==> config.mk <==
export PLATFORM = sky130hd
export DESIGN_NAME = packet_rr_arbiter_flat
export DESIGN_NICKNAME = d
export VERILOG_FILES = /design/src/rtl/packet_rr_arbiter_if.sv /design/src/rtl/packet_rr_arbiter.sv /design/src/flat_wrapper.sv
export SDC_FILE = /design/constraint.sdc
export NUM_CORES = 1
export LEC_CHECK = 0
export CORE_MARGIN = 8
export CORE_UTILIZATION = 43
export CTS_CLUSTER_DIAMETER = 60
export DETAILED_ROUTE_END_ITERATION = 8
export PLACE_DENSITY = 0.95
export SETUP_SLACK_MARGIN = 0.2
export SLEW_MARGIN = 30
export SYNTH_ARGS = -nofsm -noshare
export SYNTH_HDL_FRONTEND = slang
export SYNTH_SLANG_ARGS = --single-unit
==> constraint.sdc <==
create_clock -name clk -period 4.3 [get_ports clk]
set_clock_uncertainty 0.2 [all_clocks]
set_input_delay 0.43 -clock clk [delete_from_list [all_inputs] [get_ports clk]]
set_output_delay 0.43 -clock clk [all_outputs]
set_load 0.1 [all_outputs]
==> src/rtl/packet_rr_arbiter_if.sv <==
// Flit types shared with the router, plus the bundle of request, flit and status
// signals between the requesters/downstream port and packet_rr_arbiter.
package router_pkg;
    typedef enum logic [1:0] {
        NONE_FLIT = 2'd0,
        HEAD_FLIT = 2'd1,
        BODY_FLIT = 2'd2,
        TAIL_FLIT = 2'd3
    } flit_type_e;

    typedef struct packed {
        logic       valid;
        flit_type_e flit_type;
        logic [15:0] data;
    } FLIT_t;
endpackage

interface packet_rr_arbiter_if
    import router_pkg::*;
#(
    parameter int NUM_REQ = 4
);
    logic [NUM_REQ-1:0]  i_req;
    FLIT_t [NUM_REQ-1:0] i_flit;
    logic                i_ready;
    logic [NUM_REQ-1:0]  o_grant;
    FLIT_t               o_flit;
    logic                o_flit_valid;
    logic                o_busy;
    logic [15:0]         o_pkt_count;
    logic                o_proto_err;
    logic                o_timeout;

    modport master (
        output i_req, i_flit, i_ready,
        input  o_grant, o_flit, o_flit_valid, o_busy, o_pkt_count, o_proto_err, o_timeout
    );

    modport slave (
        input  i_req, i_flit, i_ready,
        output o_grant, o_flit, o_flit_valid, o_busy, o_pkt_count, o_proto_err, o_timeout
    );
endinterface

==> src/rtl/packet_rr_arbiter.sv <==
// Round-robin packet arbiter: grants one requester per packet and forwards its flits.
// Optional grant timeout is built only when ARB_TIMEOUT_EN is defined.
module packet_rr_arbiter
    import router_pkg::*;
#(
    parameter int NUM_REQ        = 4,
    parameter int TIMEOUT_CYCLES = 64
) (
    input  logic               clk,
    input  logic               reset,
    packet_rr_arbiter_if.slave bus
);
    // state   | meaning
    // IDLE    | no grant, waiting for a request while downstream is ready
    // XFER    | grant held on last_q, forwarding its flits until tail
    // RELEASE | one-cycle gap after tail/timeout before arbitrating again
    typedef enum logic [1:0] {
        IDLE    = 2'd0,
        XFER    = 2'd1,
        RELEASE = 2'd2
    } state_t;

    localparam int IDX_W = $clog2(NUM_REQ);

    if (NUM_REQ < 2 || NUM_REQ > 8 || TIMEOUT_CYCLES < 1) begin : g_bad_param
        $error("packet_rr_arbiter: parameter out of range");
    end

    state_t           state_q, state_d;
    logic [IDX_W-1:0] last_q, sel_idx, cand;
    logic             found;
    FLIT_t            cur_flit;
    logic             start, fwd, fwd_tail, fwd_bad, timeout_hit;
    logic             seen_head_q;
    FLIT_t            flit_q;
    logic             flit_valid_q;
    logic [15:0]      pkt_count_q;
    logic             proto_err_q;

    always_ff @(posedge clk) begin
        if (reset) state_q <= IDLE;
        else       state_q <= state_d;
    end

    always_comb begin
        sel_idx = last_q;
        cand    = '0;
        found   = 1'b0;
        // last_q doubles as the current grant index while in XFER
        for (int k = 1; k <= NUM_REQ; k++) begin
            cand = IDX_W'((32'(last_q) + 32'(k)) % NUM_REQ);
            if (!found && bus.i_req[cand]) begin
                sel_idx = cand;
                found   = 1'b1;
            end
        end

        cur_flit = bus.i_flit[last_q];
        start    = (state_q == IDLE) && (|bus.i_req) && bus.i_ready;
        fwd      = (state_q == XFER) && cur_flit.valid;
        fwd_tail = fwd && (cur_flit.flit_type == TAIL_FLIT);
        fwd_bad  = fwd && (seen_head_q ? (cur_flit.flit_type == HEAD_FLIT)
                                       : (cur_flit.flit_type != HEAD_FLIT));

        state_d = state_q;
        case (state_q)
            IDLE:    if (start) state_d = XFER;
            XFER:    if (fwd_tail || timeout_hit) state_d = RELEASE;
            RELEASE: state_d = IDLE;
            default: state_d = IDLE;
        endcase
    end

    always_ff @(posedge clk) begin
        if (reset) begin
            last_q       <= IDX_W'(NUM_REQ - 1);
            seen_head_q  <= 1'b0;
            flit_q       <= '0;
            flit_valid_q <= 1'b0;
            pkt_count_q  <= '0;
            proto_err_q  <= 1'b0;
        end else begin
            flit_valid_q <= fwd;
            if (fwd) flit_q <= cur_flit;

            if (start) begin
                last_q      <= sel_idx;
                seen_head_q <= 1'b0;
            end else if (fwd && cur_flit.flit_type == HEAD_FLIT) begin
                seen_head_q <= 1'b1;
            end

            if (fwd_tail) pkt_count_q <= pkt_count_q + 16'd1;
            if (fwd_bad || timeout_hit) proto_err_q <= 1'b1;
        end
    end

`ifdef ARB_TIMEOUT_EN
    localparam int TMR_W = $clog2(TIMEOUT_CYCLES + 1);

    logic [TMR_W-1:0] tmr_q;
    logic             timeout_q;

    // Down-counter reloads on grant and on every forwarded flit; expiry fires at zero.
    always_ff @(posedge clk) begin
        if (reset) begin
            tmr_q     <= '0;
            timeout_q <= 1'b0;
        end else begin
            timeout_q <= timeout_hit;
            if (start || fwd)
                tmr_q <= TMR_W'(TIMEOUT_CYCLES - 1);
            else if (state_q == XFER && tmr_q != '0)
                tmr_q <= tmr_q - TMR_W'(1);
        end
    end

    assign timeout_hit   = (state_q == XFER) && !fwd && (tmr_q == '0);
    assign bus.o_timeout = timeout_q;
`else
    assign timeout_hit   = 1'b0;
    assign bus.o_timeout = 1'b0;
`endif

    assign bus.o_grant      = (state_q == XFER) ? (NUM_REQ'(1) << last_q) : '0;
    assign bus.o_busy       = (state_q == XFER);
    assign bus.o_flit       = flit_q;
    assign bus.o_flit_valid = flit_valid_q;
    assign bus.o_pkt_count  = pkt_count_q;
    assign bus.o_proto_err  = proto_err_q;
endmodule

==> src/flat_wrapper.sv <==
// flat-port wrapper written by rule: the top's interface ports become plain ports
module packet_rr_arbiter_flat import router_pkg::*;
#(
    parameter int NUM_REQ        = 4,
    parameter int TIMEOUT_CYCLES = 64
)
  (clk, reset, bus_i_req, bus_i_flit, bus_i_ready, bus_o_grant, bus_o_flit, bus_o_flit_valid, bus_o_busy, bus_o_pkt_count, bus_o_proto_err, bus_o_timeout);
  packet_rr_arbiter_if #(.NUM_REQ(NUM_REQ)) bus_i ();
  input  logic clk;
  input  logic reset;
  input wire logic [$bits(bus_i.i_req)-1:0] bus_i_req;
  input wire logic [$bits(bus_i.i_flit)-1:0] bus_i_flit;
  input wire logic [$bits(bus_i.i_ready)-1:0] bus_i_ready;
  output wire logic [$bits(bus_i.o_grant)-1:0] bus_o_grant;
  output wire logic [$bits(bus_i.o_flit)-1:0] bus_o_flit;
  output wire logic [$bits(bus_i.o_flit_valid)-1:0] bus_o_flit_valid;
  output wire logic [$bits(bus_i.o_busy)-1:0] bus_o_busy;
  output wire logic [$bits(bus_i.o_pkt_count)-1:0] bus_o_pkt_count;
  output wire logic [$bits(bus_i.o_proto_err)-1:0] bus_o_proto_err;
  output wire logic [$bits(bus_i.o_timeout)-1:0] bus_o_timeout;
  assign bus_i.i_req = bus_i_req;
  assign bus_i.i_flit = bus_i_flit;
  assign bus_i.i_ready = bus_i_ready;
  assign bus_o_grant = bus_i.o_grant;
  assign bus_o_flit = bus_i.o_flit;
  assign bus_o_flit_valid = bus_i.o_flit_valid;
  assign bus_o_busy = bus_i.o_busy;
  assign bus_o_pkt_count = bus_i.o_pkt_count;
  assign bus_o_proto_err = bus_i.o_proto_err;
  assign bus_o_timeout = bus_i.o_timeout;
  packet_rr_arbiter #(.NUM_REQ(NUM_REQ), .TIMEOUT_CYCLES(TIMEOUT_CYCLES)) u_core (.clk(clk), .reset(reset), .bus(bus_i));
endmodule
== Yosys cells after proc, flatten, opt, wreduce, memory -nomap -nowiden ==
Index checks and enable logic that the tools add are counted.
Widths: inputs -> output; s select.

* ROM bits: 0
* Logic and storage cells: 66
* Input port bits: 83
* Output and inout port bits: 43
* RAM bits: 0
* Latch bits: 0
* Memories: 0
* Register bits: 42

* Reductions and logical operators: 18
* Magnitude comparators: 5
* Div/mod/pow operators: 0
* Muxes and demuxes: 22
* Add/subtract/negate cells: 5
* Bitwise logic cells: 0
* Multiply operators: 0
* Eq/ne operators: 6
* Shift-type cells: 1

{| class="wikitable"
|+ Operator list
! operator !! number
|-
| $bmux 19 s2 || 1
|-
| $mux 19 || 1
|-
| $add 16x1->16 const B || 1
|-
| $lt 2x3->1 const B || 5
|-
| $mux 2 || 6
|-
| $logic_and 1x1->1 || 9
|-
| $bmux 1 s2 || 4
|-
| $mux 1 || 8
|-
| $ne 2x1->1 const B || 3
|-
| $add 2x1->2 const B || 2
|-
| $add 2x2->2 const B || 2
|-
| $eq 2x1->1 const B || 2
|-
| $mux 4 || 1
|-
| $pmux 2 s2 || 1
|-
| $reduce_and 2->1 || 2
|-
| $reduce_bool 4->1 || 1
|-
| $reduce_or 4->1 || 1
|-
| $shl 1x2->4 const A || 1
|-
| $logic_not 1->1 || 3
|-
| $eq 2x2->1 const B || 1
|-
| $logic_not 2->1 || 1
|-
| $reduce_or 2->1 || 1
|}

== Longest topological paths before layout ==
* Depth after elaboration: 14
* Depth in mapped cells: 10
* Depth with buffers taken out: 7

== Least setup slack after synthesis ==
OpenSTA, ideal clock, no wires.

* Path type: flip-flop to output port
* From: register u_core.state_q[0]
* To: output port bus_o_grant[0]
* Stages on the path, launching flop included: 3
* Arrival: 2.750 ns
* Required time: 3.670 ns
* Path slack: 0.920 ns
* Cell sequence: dfxtp_1 nor2b_1 and2_1

* Longest elaborated chain between the ends: 2

{| class="wikitable"
|+ Ends and longest elaborated chain
! element !! line !! text
|-
| from (decl) || packet_rr_arbiter.sv:29 || <nowiki>state_t state_q, state_d;</nowiki>
|-
| from (signal assigned) || packet_rr_arbiter.sv:42 || <nowiki>else state_q <= state_d;</nowiki>
|-
| $eq 2x1->1 || -- ||
|-
| via bus_o_busy || flat_wrapper.sv:17 || <nowiki>output wire logic [$bits(bus_i.o_busy)-1:0] bus_o_busy;</nowiki>
|-
| $mux 4 || packet_rr_arbiter.sv:125 || <nowiki>assign bus.o_grant = (state_q == XFER) ? (NUM_REQ'(1) << last_q) : '0;</nowiki>
|-
| to (decl) || flat_wrapper.sv:14 || <nowiki>output wire logic [$bits(bus_i.o_grant)-1:0] bus_o_grant;</nowiki>
|}

The timed path passes the listed nets, and every way through them passes these cells.

== Final worst setup path ==
* From: register u_core.last_q[0]
* To: output port bus_o_grant[0]

* Longest elaborated chain between the ends: 2

{| class="wikitable"
|+ Ends and longest elaborated chain
! element !! line !! text
|-
| from (decl) || packet_rr_arbiter.sv:30 || <nowiki>logic [IDX_W-1:0] last_q, sel_idx, cand;</nowiki>
|-
| from (signal assigned) || packet_rr_arbiter.sv:76 || <nowiki>last_q <= IDX_W'(NUM_REQ - 1);</nowiki>
|-
| from (signal assigned) || packet_rr_arbiter.sv:87 || <nowiki>last_q <= sel_idx;</nowiki>
|-
| $shl 1x2->4 || packet_rr_arbiter.sv:125 ||
|-
| $mux 4 || packet_rr_arbiter.sv:125 ||
|}

No other way between the ends.

==> results.toml <==
[grt]
grt_util_met1 = 0.1768
antenna_found_initial = 0
busiest_layer = "met2"
grt_overflow = 0
grt_pass1_vias = 2480
grt_util_all_layers = 0.1759
grt_use_met2 = 0.3331
grt_max_degree = 43
grt_pass1_wl_um = 11900
use_met3 = 0.05071

[pwr]
power_density_mw_per_mm2 = 359.8
irDropWorstVdd_v = 0.0002268
power_leakage_nw = 1.322

[floorplanning]
initial_core_util = 0.4385
die_h_um = 90.47
core_mm2 = 0.005439
rows = 27
die_area_mm2 = 0.008185
io_pins = 126
die_w_um = 90.47

[placed_design]
port_buffers = 124
dp_hpwl_um = 5635
placed_area_mm2 = 0.003641
gp_congestion = 0.7840

[setup_path]
cp_num_buf_inv = 2
reg2reg_depth = 5
r2r_start = "u_core.last_q[0]"
rrSetupSlack_ns = 1.22
cpLargestDelayFamily = "buffers and inverters"
crit_type = "register to output pin"
crit_path_max_fanout = 28
cp_slowest_cell = "clkdlybuf4s50_1"
path_cells = "inv_1, ha_1, and2_1, clkdlybuf4s50_1"
max_stage_delay_ns = 0.97
cp-end-kind = "output pin"
cp.arrival_ns = 2.76
cp-start-kind = "register"
required_ns = 3.67
r2r_end = "u_core.bus.o_pkt_count[14]"

[logic_synthesis]
yosysWarnings = 0
avgSynthCellArea_um2 = 9.501
syn_nets = 339
synth_area_mm2 = 0.002385
yosys_register_bits = 42
synth_ff_type = "dfxtp_1"
ys_seq_area_frac = 0.3526
synth_edf_count = 0
async_flop_share = 0
synth_cell_types = 42
postSynthCellCount = 251

[sta]
period_minus_slack_ns = 3.388
slew_viol_final = 0
setup-violations-final = 0
tightest_slew_ns = 1.024
final_hold_viol_count = 0
rsz0062_at_grt = "false"
fmax_ghz = 0.2951
slew_headroom = 0.3152
fin_crit_sh = 0.7880
holdWs_ns = 0.2507
final.setup.tns_ns = 0

[cells_and_area]
diodes = 0
final_nets = 454
area_growth_syn_to_layout_pct = 56.56
layout.cells.most_common_list = "clkdlybuf4s50_1, nand2_1, dfxtp_1, a21oi_1, mux4_2"
drive_gt1_frac = 0.1063
final_common_cell = "clkdlybuf4s50_1"
fin_area_mm2 = 0.003734

[clock_tree]
clk_latency_ns = 0.29
cts_buffers = 5
cts_max_level = 2
holdBufCountCts = 0
clkSinkCount = 42
cts_tree = "built"
path_clk_slew_ns = 0.08
cts-resized-gates = 0
clockBufferDepth = 2
root_buffer = "clkbuf_8"
postCtsSetupRepairBufs = 0

[route]
vias = 2335
vias_per_cell = 5.319
first_pass_iters = 4
route.detailed.drc = 0
drtIter0Drc = 68
drt_wl_total_um = 7246
antenna_left = 0
wl_per_cell_um = 16.51

[hold_path]
holdPathEnd = "u_core.bus.o_flit[2]"
hold_depth = 2
holdCritPathClass = "register to register"
hold_start = "u_core.bus.o_flit[2]"

[flow_run]
drv_cap = 0

[outcome]
status = "complete, no violations"
power breakdown:
part	switching (mW)	internal [mW]
Sequential	0.0504	0.418
Combinational	0.360	0.260
Clock	0.141	0.115
worst reg2reg max path: stages (launching register included):
cell	delay (ns)
dfxtp_2	0.90
nand3b_1	0.28
o22ai_4	0.60
nand3_4	0.32
or4_1	0.57
a21oi_1	0.16
cells by family after synthesis:
family / Yosys count / synth area share
and+or+nand+nor: 102 / 0.2125
buffers and inverters: 23 / 0.04408
AOI/OAI and AO/OA: 42 / 0.1065
muxes: 26 / 0.2198
DFF: 42 / 0.3526
other: 1 / 0.001572
xor gates and xnor gates: 10 / 0.03673
adders and majority gates: 5 / 0.02623
sequential cells by signal, summed over array words and instances (netlist names):
register                 count
u_core.bus.o_proto_err       1
u_core.state_q               2
u_core.bus.o_pkt_count      16
u_core.last_q                2
u_core.bus.o_flit           19
u_core.seen_head_q           1
u_core.bus.o_flit_valid      1
per-stage QoR:
step | power (mW) | setup slack, ns | utilization | cells
floorplan | 0.9295 | 0.9199 | - | 251
global placement | 1.085 | 1.234 | 0.6694 | 431
global route | 1.415 | 0.7210 | 0.6865 | 439
detailed placement | 1.098 | 1.185 | 0.6694 | 431
CTS | 1.349 | 0.8606 | 0.6853 | 439
finish | 1.343 | 0.9117 | 0.6865 | 439
worst max-delay path by stage:
stage	startpoint	endpoint	slack, ns	depth (start not counted)
final	u_core.last_q[0]	bus_o_grant[0]	0.91	4
after floorplan	u_core.state_q[0]	bus_o_grant[0]	0.92	2
after global routing	u_core.last_q[0]	bus_o_grant[0]	0.72	4
after detailed placement	u_core.last_q[0]	bus_o_grant[0]	1.18	4
after global placement	u_core.last_q[0]	bus_o_grant[0]	1.23	4
after CTS	u_core.last_q[0]	bus_o_grant[0]	0.86	4
synth_stat cells, types with 2 or more instances:
cell / number / share of area
or4_1: 3 / 0.0094
clkbuf_1: 7 / 0.011
ha_1: 5 / 0.026
o31ai_1: 3 / 0.0094
a31oi_1: 2 / 0.0052
nand2_1: 41 / 0.065
nor2b_1: 3 / 0.0079
a21oi_1: 26 / 0.055
mux2i_1: 4 / 0.017
nor3_1: 2 / 0.0042
mux4_2: 21 / 0.20
nor4b_1: 2 / 0.0073
dfxtp_1: 42 / 0.35
nand4_1: 3 / 0.0079
inv_1: 5 / 0.0079
buf_1: 3 / 0.0047
and2_1: 5 / 0.013
or3_1: 3 / 0.0079
nor4_1: 6 / 0.016
xnor2_1: 8 / 0.029
nand3_1: 7 / 0.015
xor2_1: 2 / 0.0073
buf_2: 6 / 0.013
o21ai_0: 5 / 0.010
and3_1: 2 / 0.0052
nor2_1: 19 / 0.030
cell type report:
type                    count  area (um2)
multi-input cells         186        1445
clock inverters             2       13.76
flip-flops and latches     42       842.1
repair buffers            126        1251
fillers                   443        1705
well taps                  72       90.09
clock buffers               6       72.57
inverters                   5       18.77
per-layer routing:
layer / part of all wire / vias to the layer above
li1: - / 1135
met2: 0.54 / 74
met3: 0.058 / 12
met1: 0.38 / 1114
met5: 0 / -
met4: 0.023 / 0
Power figures use the tool's default switching activity.
